==> src/rtl/gray_code_counter.sv <==
// Gray-code engine: loadable up/down counter published in binary and Gray form,
// plus an independent registered binary<->Gray converter channel.
module gray_code_counter #(
   parameter int WIDTH = 4
) (
   input  logic             clk,
   input  logic             rst_n,
   input  logic             en,
   input  logic             up_dn,
   input  logic             load,
   input  logic [WIDTH-1:0] load_gray,
   output logic [WIDTH-1:0] B,
   output logic [WIDTH-1:0] G,
   output logic             wrap,
   input  logic             in_valid,
   input  logic             dir,
   input  logic [WIDTH-1:0] in_data,
   output logic             out_valid,
   output logic [WIDTH-1:0] out_data
);

   localparam logic [WIDTH-1:0] ONE = WIDTH'(1);

   function automatic logic [WIDTH-1:0] bin2gray(input logic [WIDTH-1:0] b);
      return b ^ (b >> 1);
   endfunction

   function automatic logic [WIDTH-1:0] gray2bin(input logic [WIDTH-1:0] g);
      logic [WIDTH-1:0] b;
      b[WIDTH-1] = g[WIDTH-1];
      for (int i = WIDTH - 2; i >= 0; i--) begin
         b[i] = b[i+1] ^ g[i];
      end
      return b;
   endfunction

   logic [WIDTH-1:0] count_nxt;
   logic             wrap_nxt;

   // Load beats counting; a load never reports a wrap.
   always_comb begin
      count_nxt = B;
      wrap_nxt  = 1'b0;
      if (load) begin
         count_nxt = gray2bin(load_gray);
      end else if (en) begin
         if (up_dn) begin
            count_nxt = B + ONE;
            wrap_nxt  = &B;
         end else begin
            count_nxt = B - ONE;
            wrap_nxt  = ~|B;
         end
      end
   end

   // B and G come from the same next value so they can never disagree.
   always_ff @(posedge clk or negedge rst_n) begin
      if (!rst_n) begin
         B    <= '0;
         G    <= '0;
         wrap <= 1'b0;
      end else begin
         B    <= count_nxt;
         G    <= bin2gray(count_nxt);
         wrap <= wrap_nxt;
      end
   end

   always_ff @(posedge clk or negedge rst_n) begin
      if (!rst_n) begin
         out_valid <= 1'b0;
         out_data  <= '0;
      end else begin
         out_valid <= in_valid;
         if (in_valid) begin
            out_data <= dir ? gray2bin(in_data) : bin2gray(in_data);
         end
      end
   end

endmodule
==> config.mk <==
export PLATFORM = sky130hd
export DESIGN_NAME = gray_code_counter
export DESIGN_NICKNAME = d
export VERILOG_FILES = /design/src/rtl/gray_code_counter.sv
export SDC_FILE = /design/constraint.sdc
export NUM_CORES = 1
export LEC_CHECK = 0
export ABC_AREA = 1
export BUFFER_PORTS_ARGS = -buffer_cell sky130_fd_sc_hd__clkbuf_2
export CAP_MARGIN = 20
export CORE_ASPECT_RATIO = 1.1
export CORE_MARGIN = 2
export CORE_UTILIZATION = 40
export DETAILED_ROUTE_END_ITERATION = 12
export HOLD_SLACK_MARGIN = 0.08
export MAX_ROUTING_LAYER = met4
export PLACE_DENSITY = 0.67
export SYNTH_ARGS = -nofsm -noshare
export SYNTH_HDL_FRONTEND = slang
export SYNTH_SLANG_ARGS = --single-unit
==> constraint.sdc <==
create_clock -name clk -period 2.5 [get_ports clk]
set_input_delay 0.125 -clock clk [delete_from_list [all_inputs] [get_ports clk]]
set_output_delay 0.125 -clock clk [all_outputs]
set_load 0.01 [all_outputs]
== Word-level counts from Yosys, hierarchy flattened ==
Index checks and enable logic that the tools add are counted.

* Flip-flop bits (word level): 14
* Input bits: 15
* Output and inout port bits: 14

* Bitwise logic cells: 8
* Mux-type cells: 7
* Add/subtract/negate cells: 2
* Reductions and logical operators: 3

{| class="wikitable"
|+ Operator list
! cell !! count
|-
| 2-to-1 mux 4 bit || 4
|-
| XOR 4 x 3 -> 4 bit || 2
|-
| XOR 1 bit || 6
|-
| adder 4 x 1 -> 4 bit, second input constant || 1
|-
| AND reduction 4 bit || 1
|-
| OR reduction 4 bit || 1
|-
| subtractor 4 x 1 -> 4 bit, second input constant || 1
|-
| 2-to-1 mux 1 bit || 3
|-
| logical NOT 1 bit || 1
|}

== Longest topological paths before layout ==
* Word-level depth: 5
* Mapped depth: 11
* Mapped depth without buffers: 11

== Worst setup path after synthesis ==
Ideal clock, no wire load.

* Path type: register to register
* From: register B[0]
* To: register G[0]
* Slack: 0.924 ns
* Setup time: 0.118 ns
* Arrival: 1.459 ns
* Stages on the path, launching flop included: 9
* Path buffers: 0
* Cell sequence: dfrtp_1 inv_1 fa_1 nand2_1 o21ai_0 o21ai_2 inv_1 nand2_1 nand2_1

* Word-level cells in the longest chain between the ends: 5
* Elaborated cells on any way between the ends: 6
* Those cells by class: 2 x add/sub; 3 x mux; 1 x bitwise

{| class="wikitable"
|+ Ends and longest elaborated chain
! element !! line !! text
|-
| start, declared || 12 || <nowiki>output logic [WIDTH-1:0] B,</nowiki>
|-
| start signal, assigned || 64 || <nowiki>B <= count_nxt;</nowiki>
|-
| subtractor 4 x 1 -> 4 bit / adder 4 x 1 -> 4 bit (equally long branches) || 51, 48 ||
|-
| 2-to-1 mux 4 bit (*) || 47 || <nowiki>if (up_dn) begin</nowiki>
|-
| 2-to-1 mux 4 bit (*) || 46 || <nowiki>end else if (en) begin</nowiki>
|-
| 2-to-1 mux 4 bit (*) || 44 || <nowiki>if (load) begin</nowiki>
|-
| net count_nxt[1] || 37 || <nowiki>logic [WIDTH-1:0] count_nxt;</nowiki>
|-
| XOR 4 x 3 -> 4 bit (*) || 25 || <nowiki>return b ^ (b >> 1);</nowiki>
|-
| end signal, assigned || 65 || <nowiki>G <= bin2gray(count_nxt);</nowiki>
|-
| end, declared || 13 || <nowiki>output logic [WIDTH-1:0] G,</nowiki>
|}

Mark *: on every way through the listed nets, which the timed path passes. The rest lies on a longest branch.
A chain may end at the register's enable or synchronous reset.

== Worst setup path after layout ==
Ends and elaborated chain as after synthesis.

==> flow_summary.ini <==
[cells_and_area]
drive_above_1_share = 0.3000
num-nets-final = 159
fin_area_sq_mm = 0.001011
area_growth_pct = 25.08
num_antenna_cells = 0

[timing]
post-route-period-util = 0.6590
setup_viol = 0
fin_crit_ps = 1647
max_freq_ghz = 0.6070
worstMarginPinSlew_ps = 309.9
timing.setup.tns_ps = 0
slew_viol_final = 0
hold_viol_final = 0
skew_ps = 0.5116
timing.slew.headroom = 0.7934
rsz0062_at_grt = false

[die]
start_util = 0.4130
num_rows = 17
die_area_sq_mm = 0.002397
core_sq_mm = 0.001957
die_x_microns = 46.86
die_h_microns = 51.15
ios = 29

[setup_path]
worstPathRequired_ps = 2670
critical_path.top_delay_family = adder cells
path_buf_inv = 2
slowest_stage = fa_1
cp_cell_sequence = inv_1 -> fa_1 -> nand2_1 -> o21ai_0 -> o21ai_2 -> inv_1 -> nand2_1 -> nand2_1
cp-end-kind = flip-flop
crit_arrival_ps = 1820
path_max_fanout = 6
path_common_cell = nand2_1
path_class = reg -> reg
crit_path_max_incr_delay_ps = 480
critical_path.startpoint_type = flip-flop

[clocking]
cts.root.buffer_cell = clkbuf_4
numCtsBuffers = 3
clk_pin_slew_ps = 70
cts_setup_buffers = 0
worstSkewPairLatency_ps = 280
cts_tree = built
cts_buffer_depth = 2
htreeDepth = 1
cts.sinks = 13

[synthesis]
synth_area_sq_um = 808.3
yosys.area_share.simple = 0.3173
synth_cells = 108
yosysTopAreaCellShare = 0.4025
yosysTopAreaCell = dfrtp_1
synth_xor_xnor_area_share = 0.02167
ys_ff_latch = 13
netlist-cell-type-count = 24
synth-edff-count = 0
yosys_warnings = 0
synth_area_leaders = dfrtp_1 (40%), nand2_1 (15%), inv_1 (8.4%)
synth_top_family_by_area = simple AND/OR/NAND/NOR gates
syn_area_per_cell_sq_um = 7.484
synthFlopType = dfrtp_1
synth_commonest_cells = nand2_1 (32), inv_1 (18), dfrtp_1 (13)
synth_compound_area_frac = 0.08669
synthMostInstantiatedCell = nand2_1
postSynth.asyncResetShare = 1.000
synth_fa_ha_area_frac = 0.05573
seq_area_frac_synth = 0.4025
synth_fp_nets = 126
synthMuxAreaShare = 0

[global_route]
grt_max_degree = 14
grt_use_total = 0.1603
grt_antenna_before_repair = 0
grt_overflow = 0
grt_pass1_vias = 727
grt_pass1_wl_microns = 2697

[detailed_routing]
via_count = 767
drcViolationCount = 0
dr.pass1.iters = 4
viasPerCell = 4.565
wire_per_inst_microns = 8.887
drtIter0Drc = 13
antenna_left = 0
wl_microns = 1493

[power]
leakage_nw = 0.5867
ir_drop_uv = 235.8
cellPowerDensity_mw_per_mm2 = 560.7
finalPower_w = 0.0005669

[outcome]
outcome = complete, no violations

[placement]
dpl-instance-area_sq_um = 964.7
dp_hpwl_microns = 1275
portBuffers = 28
gp_congestion = 0.8740

[run]
maxCapViolations = 0

[hold_path]
hold_class = in -> reg
==> sequential cells by signal, indices dropped and copies added (netlist names) <==
register / flops
wrap: 1
G: 3
B: 4
out_data: 4
out_valid: 1
==> per-stage QoR <==
step / setup slack, ps / hold WS (ps) / util / std cells
floorplan: 923.7 / -170.6 / - / 108
global placement: 905.0 / 27.68 / 0.4930 / 162
detailed placement: 853.7 / 32.50 / 0.4930 / 162
CTS: 829.3 / 114.5 / 0.5166 / 168
global route: 680.6 / 143.3 / 0.5166 / 168
finish: 852.6 / 116.0 / 0.5166 / 168
==> report_power, final <==
group | switching (W) | internal [W]
Combinational | 0.000105 | 0.0000750
Clock | 0.0000658 | 0.0000619
Sequential | 0.0000207 | 0.000239
==> cell usage in the layout (no fill, tap or decap), types with 3 or more instances in the layout <==
cell,count
clkbuf_2,28
clkbuf_4,3
dfrtp_1,13
inv_1,18
nand2_1,32
nand2_2,5
nand3_1,10
nor2_1,5
o21ai_0,3
==> worst min-delay path, cell delays in order <==
cell	delay, ps
clkbuf_2	90
nand2_1	50
nand3_1	60
nand2_1	40
==> cell type report <==
cell class,instances,area (sq um)
sequential,13,325.3
fill,215,945.9
tap,28,35.03
multi-input combinational,73,389.1
timing repair buffer,30,160.2
clock buffer,4,26.28
inverter,20,75.07
==> final timing paths <==
check,slack [ps],depth (start not counted),start,end
setup reg to reg,850,8,B[0],G[0]
hold / removal,120,4,in_data[0],out_data[0]
min in group asynchronous,260,2,rst_n,out_data[2]
hold reg to reg,490,2,out_data[0],out_data[0]
max in group asynchronous,2010,2,rst_n,B[0]
setup / recovery,850,8,B[0],G[0]
==> kinds of logic after synthesis <==
family	after synthesis
adder cells (fa/ha/maj)	3
AND/OR/NAND/NOR	57
AO/OA/AOI/OAI	11
flip-flops	13
buffers and inverters	22
XOR/XNOR	2
==> what timing repair did <==
item,CTS,global route
gates resized for setup,0,0
hold buffers,2,0
endpoints found under the hold margin,14,0
==> routing by layer <==
metal | vias up | GRT usage | wire (microns)
li1 | 397 | - | -
met4 | 0 | 0.06944 | 22
met3 | 2 | 0.04240 | 79
met1 | 350 | 0.1833 | 654
met2 | 18 | 0.2580 | 738
met5 | - | - | 0
(Power assumes the default switching activity.)
